===== src/rtl/wb_arb_pkg.sv =====
// +--------------------------------------------------------------+
// | wb_arb_pkg : shared port-id type and tag-queue sizing        |
// | Revision   : 1.0                                             |
// +--------------------------------------------------------------+
`default_nettype none

package wb_arb_pkg;

  typedef logic port_id_t;

  localparam port_id_t    PORT_IFETCH = 1'b0;
  localparam port_id_t    PORT_DMEM   = 1'b1;
  localparam int unsigned TAG_DEPTH   = 2;

endpackage

`default_nettype wire


===== src/rtl/wb_tag_fifo.sv =====
// +--------------------------------------------------------------+
// | wb_tag_fifo : in-order queue of port ids awaiting a response |
// | Revision    : 1.0                                            |
// +--------------------------------------------------------------+
`default_nettype none

module wb_tag_fifo
  import wb_arb_pkg::*;
(
  input  logic     clk_i,
  input  logic     rst_i,
  input  logic     push_i,
  input  port_id_t push_data_i,
  input  logic     pop_i,
  output logic     accept_o,
  output logic     valid_o,
  output port_id_t data_o
);

  localparam int PTR_W = $clog2(TAG_DEPTH);
  localparam int CNT_W = $clog2(TAG_DEPTH + 1);

  port_id_t         mem_q [TAG_DEPTH];
  port_id_t         mem_d [TAG_DEPTH];
  logic [PTR_W-1:0] wr_ptr_q, wr_ptr_d;
  logic [PTR_W-1:0] rd_ptr_q, rd_ptr_d;
  logic [CNT_W-1:0] count_q, count_d;
  logic             do_push;
  logic             do_pop;

  // Accept is taken from the registered count, so a pop never frees space for a same-cycle push.
  assign accept_o = (count_q != CNT_W'(TAG_DEPTH));
  assign valid_o  = (count_q != '0);
  assign data_o   = mem_q[rd_ptr_q];
  assign do_push  = push_i & accept_o;
  assign do_pop   = pop_i & valid_o;

  always_comb begin
    mem_d    = mem_q;
    wr_ptr_d = wr_ptr_q;
    rd_ptr_d = rd_ptr_q;
    count_d  = count_q;
    if (do_push) begin
      mem_d[wr_ptr_q] = push_data_i;
      wr_ptr_d        = wr_ptr_q + PTR_W'(1);
    end
    if (do_pop) begin
      rd_ptr_d = rd_ptr_q + PTR_W'(1);
    end
    case ({do_push, do_pop})
      2'b10:   count_d = count_q + CNT_W'(1);
      2'b01:   count_d = count_q - CNT_W'(1);
      default: count_d = count_q;
    endcase
  end

  always_ff @(posedge clk_i or posedge rst_i) begin
    if (rst_i) begin
      for (int i = 0; i < TAG_DEPTH; i++) begin
        mem_q[i] <= PORT_IFETCH;
      end
      wr_ptr_q <= '0;
      rd_ptr_q <= '0;
      count_q  <= '0;
    end else begin
      mem_q    <= mem_d;
      wr_ptr_q <= wr_ptr_d;
      rd_ptr_q <= rd_ptr_d;
      count_q  <= count_d;
    end
  end

endmodule

`default_nettype wire


===== src/rtl/wb_arb2.sv =====
// +--------------------------------------------------------------+
// | wb_arb2  : two-port to pipelined Wishbone master arbiter     |
// |            option WB_ARB2_FIXED_PRIO_EN: port 1 wins ties    |
// | Revision : 1.0                                               |
// +--------------------------------------------------------------+
`default_nettype none

module wb_arb2
  import wb_arb_pkg::*;
#(
  parameter int ADDR_W = 32,
  parameter int DATA_W = 32
) (
  input  logic                clk_i,
  input  logic                rst_i,
  input  logic                p0_req_i,
  input  logic                p0_we_i,
  input  logic [ADDR_W-1:0]   p0_addr_i,
  input  logic [DATA_W-1:0]   p0_wdata_i,
  input  logic [DATA_W/8-1:0] p0_sel_i,
  output logic                p0_accept_o,
  output logic                p0_ack_o,
  output logic                p0_err_o,
  output logic [DATA_W-1:0]   p0_rdata_o,
  input  logic                p1_req_i,
  input  logic                p1_we_i,
  input  logic [ADDR_W-1:0]   p1_addr_i,
  input  logic [DATA_W-1:0]   p1_wdata_i,
  input  logic [DATA_W/8-1:0] p1_sel_i,
  output logic                p1_accept_o,
  output logic                p1_ack_o,
  output logic                p1_err_o,
  output logic [DATA_W-1:0]   p1_rdata_o,
  output logic                wb_cyc_o,
  output logic                wb_stb_o,
  output logic                wb_we_o,
  output logic [ADDR_W-1:0]   wb_adr_o,
  output logic [DATA_W-1:0]   wb_dat_o,
  output logic [DATA_W/8-1:0] wb_sel_o,
  input  logic                wb_stall_i,
  input  logic                wb_ack_i,
  input  logic                wb_err_i,
  input  logic [DATA_W-1:0]   wb_dat_i
);

  localparam int SEL_W = DATA_W / 8;

  logic              stb_q, stb_d;
  logic              we_q, we_d;
  logic [ADDR_W-1:0] adr_q, adr_d;
  logic [DATA_W-1:0] dat_q, dat_d;
  logic [SEL_W-1:0]  sel_q, sel_d;
`ifndef WB_ARB2_FIXED_PRIO_EN
  port_id_t          last_grant_q, last_grant_d;
`endif

  port_id_t grant;
  port_id_t tag_head;
  logic     stage_free;
  logic     load;
  logic     tag_accept;
  logic     tag_valid;
  logic     rsp_valid;

  always_comb begin
    grant = PORT_IFETCH;
    if (p0_req_i && p1_req_i) begin
`ifdef WB_ARB2_FIXED_PRIO_EN
      grant = PORT_DMEM;
`else
      grant = ~last_grant_q;
`endif
    end else if (p1_req_i) begin
      grant = PORT_DMEM;
    end
  end

  assign stage_free = ~stb_q | ~wb_stall_i;
  // Gated by rst_i so no request is taken while reset is held.
  assign load       = ~rst_i & stage_free & tag_accept & (p0_req_i | p1_req_i);
  assign rsp_valid  = (wb_ack_i | wb_err_i) & tag_valid;

  assign p0_accept_o = load & (grant == PORT_IFETCH);
  assign p1_accept_o = load & (grant == PORT_DMEM);
  assign p0_ack_o    = rsp_valid & ~wb_err_i & (tag_head == PORT_IFETCH);
  assign p1_ack_o    = rsp_valid & ~wb_err_i & (tag_head == PORT_DMEM);
  assign p0_err_o    = rsp_valid & wb_err_i & (tag_head == PORT_IFETCH);
  assign p1_err_o    = rsp_valid & wb_err_i & (tag_head == PORT_DMEM);
  assign p0_rdata_o  = wb_dat_i;
  assign p1_rdata_o  = wb_dat_i;

  assign wb_cyc_o = stb_q | tag_valid;
  assign wb_stb_o = stb_q;
  assign wb_we_o  = we_q;
  assign wb_adr_o = adr_q;
  assign wb_dat_o = dat_q;
  assign wb_sel_o = sel_q;

  always_comb begin
    stb_d = stb_q;
    we_d  = we_q;
    adr_d = adr_q;
    dat_d = dat_q;
    sel_d = sel_q;
    if (load) begin
      stb_d = 1'b1;
      if (grant == PORT_DMEM) begin
        we_d  = p1_we_i;
        adr_d = p1_addr_i;
        dat_d = p1_wdata_i;
        sel_d = p1_sel_i;
      end else begin
        we_d  = p0_we_i;
        adr_d = p0_addr_i;
        dat_d = p0_wdata_i;
        sel_d = p0_sel_i;
      end
    end else if (stage_free) begin
      stb_d = 1'b0;
    end
  end

`ifndef WB_ARB2_FIXED_PRIO_EN
  assign last_grant_d = load ? grant : last_grant_q;
`endif

  always_ff @(posedge clk_i or posedge rst_i) begin
    if (rst_i) begin
      stb_q        <= 1'b0;
      we_q         <= 1'b0;
      adr_q        <= '0;
      dat_q        <= '0;
      sel_q        <= '0;
`ifndef WB_ARB2_FIXED_PRIO_EN
      last_grant_q <= PORT_DMEM;
`endif
    end else begin
      stb_q        <= stb_d;
      we_q         <= we_d;
      adr_q        <= adr_d;
      dat_q        <= dat_d;
      sel_q        <= sel_d;
`ifndef WB_ARB2_FIXED_PRIO_EN
      last_grant_q <= last_grant_d;
`endif
    end
  end

  wb_tag_fifo u_tag_fifo (
    .clk_i       (clk_i),
    .rst_i       (rst_i),
    .push_i      (load),
    .push_data_i (grant),
    .pop_i       (rsp_valid),
    .accept_o    (tag_accept),
    .valid_o     (tag_valid),
    .data_o      (tag_head)
  );

endmodule

`default_nettype wire


===== config.mk =====
export PLATFORM = sky130hd
export DESIGN_NAME = wb_arb2
export DESIGN_NICKNAME = d
export VERILOG_FILES = /design/src/rtl/wb_arb_pkg.sv /design/src/rtl/wb_tag_fifo.sv /design/src/rtl/wb_arb2.sv
export SDC_FILE = /design/constraint.sdc
export NUM_CORES = 1
export LEC_CHECK = 0
export ABC_AREA = 1
export CORE_MARGIN = 5
export CORE_UTILIZATION = 35
export CTS_BUF_LIST = sky130_fd_sc_hd__clkbuf_8 sky130_fd_sc_hd__clkbuf_16
export DETAILED_ROUTE_END_ITERATION = 8
export PLACE_DENSITY = 0.87
export SLEW_MARGIN = 20
export SYNTH_ARGS = -nofsm -noshare
export SYNTH_HDL_FRONTEND = slang
export SYNTH_SLANG_ARGS = --single-unit
export TNS_END_PERCENT = 10

===== constraint.sdc =====
create_clock -name clk_i -period 3.08 [get_ports clk_i]
set_clock_uncertainty 0.05 [all_clocks]
set_input_delay 0.462 -clock clk_i [delete_from_list [all_inputs] [get_ports clk_i]]
set_output_delay 0.462 -clock clk_i [all_outputs]
set_load 0.02 [all_outputs]

Yosys cells after proc, flatten, opt, wreduce, memory -nomap -nowiden
Cells that the tools add are included.
{"block": "word_totals", "ff_bits": 77, "input_bits": 177, "output_inout_bits": 141, "word_cells": 68}
{"block": "op_classes", "n_addsub": 4, "n_lt_le_gt_ge": 3, "eq_ne": 3, "n_mux": 15, "n_bitwise": 27, "reduce_logical": 5}
{"cell": "2-to-1 mux 32 bit", "n": 2}
{"cell": "AND 1 bit", "n": 14}
{"cell": "2-to-1 mux 1 bit", "n": 9}
{"cell": "inverter 1 bit", "n": 7}
{"cell": "nonzero test 2 bit", "n": 3}
{"cell": "greater-or-equal comparator 2 bit, second input constant", "n": 2}
{"cell": "2-to-1 mux 4 bit", "n": 1}
{"cell": "inverter 1 -> 2 bit", "n": 2}
{"cell": "bitwise OR 1 bit", "n": 4}
{"cell": "case mux 2 bit (2 select lines)", "n": 1}
{"cell": "adder 1 bit, second input constant", "n": 2}
{"cell": "adder 2 x 1 -> 2 bit, second input constant", "n": 1}
{"cell": "bitwise mux 2 bit", "n": 1}
{"cell": "== test 2 x 1 -> 1 bit, second input constant", "n": 1}
{"cell": "== test 2 bit, second input constant", "n": 1}
{"cell": "logical AND 1 bit", "n": 2}
{"cell": "less-than comparator 2 x 1 -> 1 bit, second input constant", "n": 1}
{"cell": "!= test 2 bit, second input constant", "n": 1}
{"cell": "subtractor 2 x 1 -> 2 bit, second input constant", "n": 1}
{"cell": "demux 1 bit (select 1 bit)", "n": 1}

Logic depth before layout (Yosys ltp)
{"block": "depth", "word_depth": 8, "depth_mapped": 9, "mapped_depth_nobuf": 8}

Cells and area by module
Synthesis repeated with hierarchy kept, for this count alone.
{"block": "unflattened", "cells_unflattened": 654, "area_unflattened_um2": 4596.9}
{"module": "wb_arb2", "instances": 1, "cells_each": 613, "area_each_um2": 4265.3, "seq_area_each_um2": 1778.0}
{"module": "wb_tag_fifo", "instances": 1, "cells_each": 41, "area_each_um2": 331.6, "seq_area_each_um2": 150.1}

Least setup slack after synthesis
OpenSTA, ideal clock, no wires.
{"block": "synth_timing", "path_type": "input to register", "startpoint": "input port rst_i", "endpoint": "register adr_q[0], in the netlist wb_adr_o[0]", "setup_time_ps": 65, "arrival_time_ps": 3199, "required_ps": 2965, "slack_ps": -234, "path_stages": 6, "n_path_buf": 1, "cell_sequence": "inv_1 -> o21ai_0 -> nor2_4 -> buf_6 -> nand2_1 -> nand2_1"}
{"block": "synth_via", "elab_chain_len": 4}
{"element": "start, declared", "line": "wb_arb2.sv:15", "text": "input logic rst_i,"}
{"element": "inverter 1 bit", "line": "wb_arb2.sv:80", "text": "assign load = ~rst_i & stage_free & tag_accept & (p0_req_i | p1_req_i);"}
{"element": "AND 1 bit (3 in series)", "line": "wb_arb2.sv:80"}
{"element": "end signal, assigned", "line": "wb_arb2.sv:140", "text": "adr_q <= adr_d;"}
{"element": "end, declared", "line": "wb_arb2.sv:50", "text": "logic [ADDR_W-1:0] adr_q, adr_d;"}
Every way passes these cells.
A chain may end at the register's enable or synchronous reset.

Final worst setup path
{"block": "layout_timing", "startpoint": "input port p1_req_i", "endpoint": "output port p0_accept_o"}
{"block": "layout_via", "elab_chain_len": 4, "elab_cells_between_ends": 7, "classes_between": "mux (2); bitwise (4); reduce/logical (1)"}
{"element": "start, declared", "line": "wb_arb2.sv:25", "text": "input logic p1_req_i,"}
{"element": "2-to-1 mux 1 bit / logical AND 1 bit (equally long branches)", "line": "wb_arb2.sv:73, wb_arb2.sv:67"}
{"element": "2-to-1 mux 1 bit", "line": "wb_arb2.sv:67", "text": "if (p0_req_i && p1_req_i) begin"}
{"element": "inverter 1 bit", "line": "wb_arb2.sv:83", "text": "assign p0_accept_o = load & (grant == PORT_IFETCH);"}
{"element": "AND 1 bit (*)", "line": "wb_arb2.sv:83"}
{"element": "end, declared", "line": "wb_arb2.sv:21", "text": "output logic p0_accept_o,"}
Every way passes the cells marked *; elsewhere a longest branch is shown, timed or not.

==> out/qor.yml <==
synthesis:
  synth_edf_count: 0
  synth_cells: 638
  netlist_area_sq_mm: 0.00446
  seq_area_frac_synth_pct: 43.3
  ys.flop_type: "dfrtp_1"
  synth_top_cell_by_area: "dfrtp_1"
  synth.top_cell.area_share_pct: 42.7
  async_flop_share_pct: 100
  synth_area_leaders: "dfrtp_1 (43%), nand2_1 (36%), buf_4 (11%), buf_6 (3.0%), nor2_1 (0.93%)"
  synth_seq_cells: 77
  syn-num-nets: 816
  syn_avg_cell_area_sq_um: 6.98
  synth_cell_type_count: 23
  yosysWarnings: 0
power:
  power.density_mw_per_mm2: 852
  power.internal_uw: 3410
  leakage_uw: 0.00334
  swShare_pct: 38.8
  power_switching_uw: 2160
  clkPwrFrac_pct: 18.9
  pwr-share-seq_pct: 31.3
  irDropWorstVdd_mv: 0.754
  comb_power_share_pct: 49.8
clock_tree:
  clk_pin_slew_worst_paths_ns: 0.06
  cts_resized: 0
  cts_buffers: 9
  cts_max_level: 3
  clockBufferDepth: 2
  clock_latency_ns: 0.32
  root_buffer: "clkbuf_16"
  cts_hold_buf: 0
  clkSinkCount: 77
  cts_setup_buffers: 0
  tritoncts: "built"
worst_setup_path:
  slowest_delay_ns: 0.62
  worstSetupStartpointType: "primary input"
  critPathKind: "in2out"
  r2r-end: "wb_adr_o[17]$_DFFE_PP0N_"
  reg2reg_from: "u_tag_fifo.count_q[0]$_DFFE_PP0P_"
  ff2ff_setup_slack_ns: 1.35
  crit_arrival_ns: 2.11
  worstPathRequired_ns: 2.57
  ff2ff_path_depth: 6
  slowest_stage: "clkdlybuf4s50_1"
  cp_common_cell: "nor2_1"
  cp_max_fo: 4
  worstPathCellList: "clkdlybuf4s50_1, nor2_1, nor2_1, nand2_2, nor2_1, clkdlybuf4s50_1"
  end_kind: "primary output"
floorplanning:
  rows: 41
  initial_core_util_pct: 35.5
  ios: 318
  die-area_sq_mm: 0.0151
  chipWidth_um: 123
  coreArea_sq_mm: 0.0126
  fp.dieH_um: 123
place:
  io_buffer_count: 221
  hpwl_mm: 9.24
  place_area_sq_mm: 0.00623
  finalWeightedCongestion: 0.738
global_route:
  grt_overflow_total: 0
  antenna_found_initial: 0
  grt_first_pass_wirelength_mm: 18.6
  globalRouteTotalUtil_pct: 15.5
  grt_pass1_vias: 3854
  grt_max_degree: 78
status:
  status: "finished clean"
sta:
  maxSlewHeadroom_pct: 36.5
  post-route-min-period_ns: 2.62
  finalSetupViolCount: 0
  slew_violations: 0
  rsz0062_at_grt: "no"
  setup_tns_ns: 0
  fin_crit_sh_pct: 85.0
  max_clock_freq_ghz: 0.382
  hold_viol: 0
  worst_slew_pin_slew_ns: 0.952
route:
  vias: 4149
  vias_per_cell: 4.32
  wire_per_inst_um: 12.7
  antenna_left: 0
  drt_pass1_iterations: 4
  drt-initial-drc-count: 110
  drc_errors: 0
  wirelength_mm: 12.2
layout:
  syn2layout_area_growth_pct: 46.8
  design_area_sq_mm: 0.00654
  drive_gt1_share_pct: 4.44
  antenna_cells: 0
  fillers: 1185
  final_nets: 962
min_path:
  min-delay-start: "u_tag_fifo.mem_q[1]$_DFFE_PP0P_"
  hold_depth: 2
  holdCritPathClass: "reg2reg"
  hold_end: "u_tag_fifo.mem_q[1]$_DFFE_PP0P_"
flow_run:
  maxCapViolCount: 0
[power by group through the flow]
stage | Combinational [uW] | Clock (uW) | Sequential (uW)
floorplan | 1140 | 0 | 2250
global placement | 2770 | 0 | 1740
detailed placement | 2810 | 0 | 1760
CTS | 2820 | 1100 | 1750
global route | 3030 | 1130 | 1810
finish | 2780 | 1050 | 1750
[per-layer routing]
| layer | up-vias | track usage [%] | part of all wire [%] |
|---|---|---|---|
| met3 | 33 | 5.39 | 11 |
| met4 | 0 | 7.35 | 2.7 |
| li1 | 2124 | - | - |
| met1 | 1823 | 17.6 | 40 |
| met5 | - | 0 | 0 |
| met2 | 169 | 26.1 | 47 |
[registers in the layout, indices dropped and copies added, names as in the netlist]
signal	count
u_tag_fifo.mem_q	2
wb_we_o	1
u_tag_fifo.rd_ptr_q	1
wb_sel_o	4
wb_adr_o	32
wb_stb_o	1
wb_dat_o	32
last_grant_q	1
u_tag_fifo.count_q	2
u_tag_fifo.wr_ptr_q	1
[synthesized netlist by cell type, drive strengths merged, types with 2 or more instances]
cell type    n
nand2      433
o21ai        2
xor2         2
nor2        13
inv          8
nand3        4
or2          3
buf         92
dfrtp       76
[final cells by class]
type                    count  area, sq um  area share [%]
well taps                 172          215            3.29
repair buffers            228         2260            34.6
inverters                   8         33.8           0.517
multi-input cells         460         1790            27.4
clock inverters             5         52.6           0.804
clock buffers              11          253            3.87
flip-flops and latches     77         1930            29.5
[how the worst max path moves through the flow]
stage	slack (ns)	from	to
global placement	0.50	p1_req_i	p0_accept_o
floorplan	0.58	rst_i	wb_adr_o[0]$_DFFE_PP0N_
finish	0.46	p1_req_i	p0_accept_o
detailed placement	0.46	p1_req_i	p0_accept_o
CTS	0.45	p1_req_i	p0_accept_o
global route	0.36	p1_req_i	p0_accept_o
[cell families after synthesis]
kind of cell,Yosys count,synth area share (%)
flops,77,43.3
compound gates,3,0.337
buf+inv,101,16.6
simple gates,453,38.9
xor+xnor,3,0.590
fa+ha+maj,1,0.281
[critical path, delay by kind of cell]
| kind | cells | cell delay, ns |
|---|---|---|
| AND/OR/NAND/NOR | 4 | 0.51 |
| buffers and inverters | 2 | 1.13 |
[stage by stage]
stage	std cells	setup slack (ns)	utilization [%]	power, uW	hold slack [ns]
finish	961	0.463	52.0	5570	0.421
global route	961	0.359	52.0	5970	0.446
CTS	961	0.450	52.0	5660	0.425
detailed placement	945	0.462	49.6	4570	0.409
global placement	945	0.496	49.6	4500	0.407
floorplan	638	0.577	-	3390	0.387
[layout by cell type (no fill, tap or decap)]
cell type	n
bufinv_16	1
nor2_2	1
buf_4	7
clkbuf_16	9
o21ai_0	2
nand3_2	1
inv_1	7
ha_1	1
clkbuf_8	2
clkdlybuf4s50_1	221
nand2_2	4
nor2_4	1
xnor2_1	1
inv_2	2
nor2_1	11
dfrtp_1	76
or2_2	3
clkinvlp_4	3
a21oi_1	1
nand2_1	429
nand3_1	3
xor2_1	2
dfstp_2	1
Note: power is estimated with default switching activity, not from simulation.
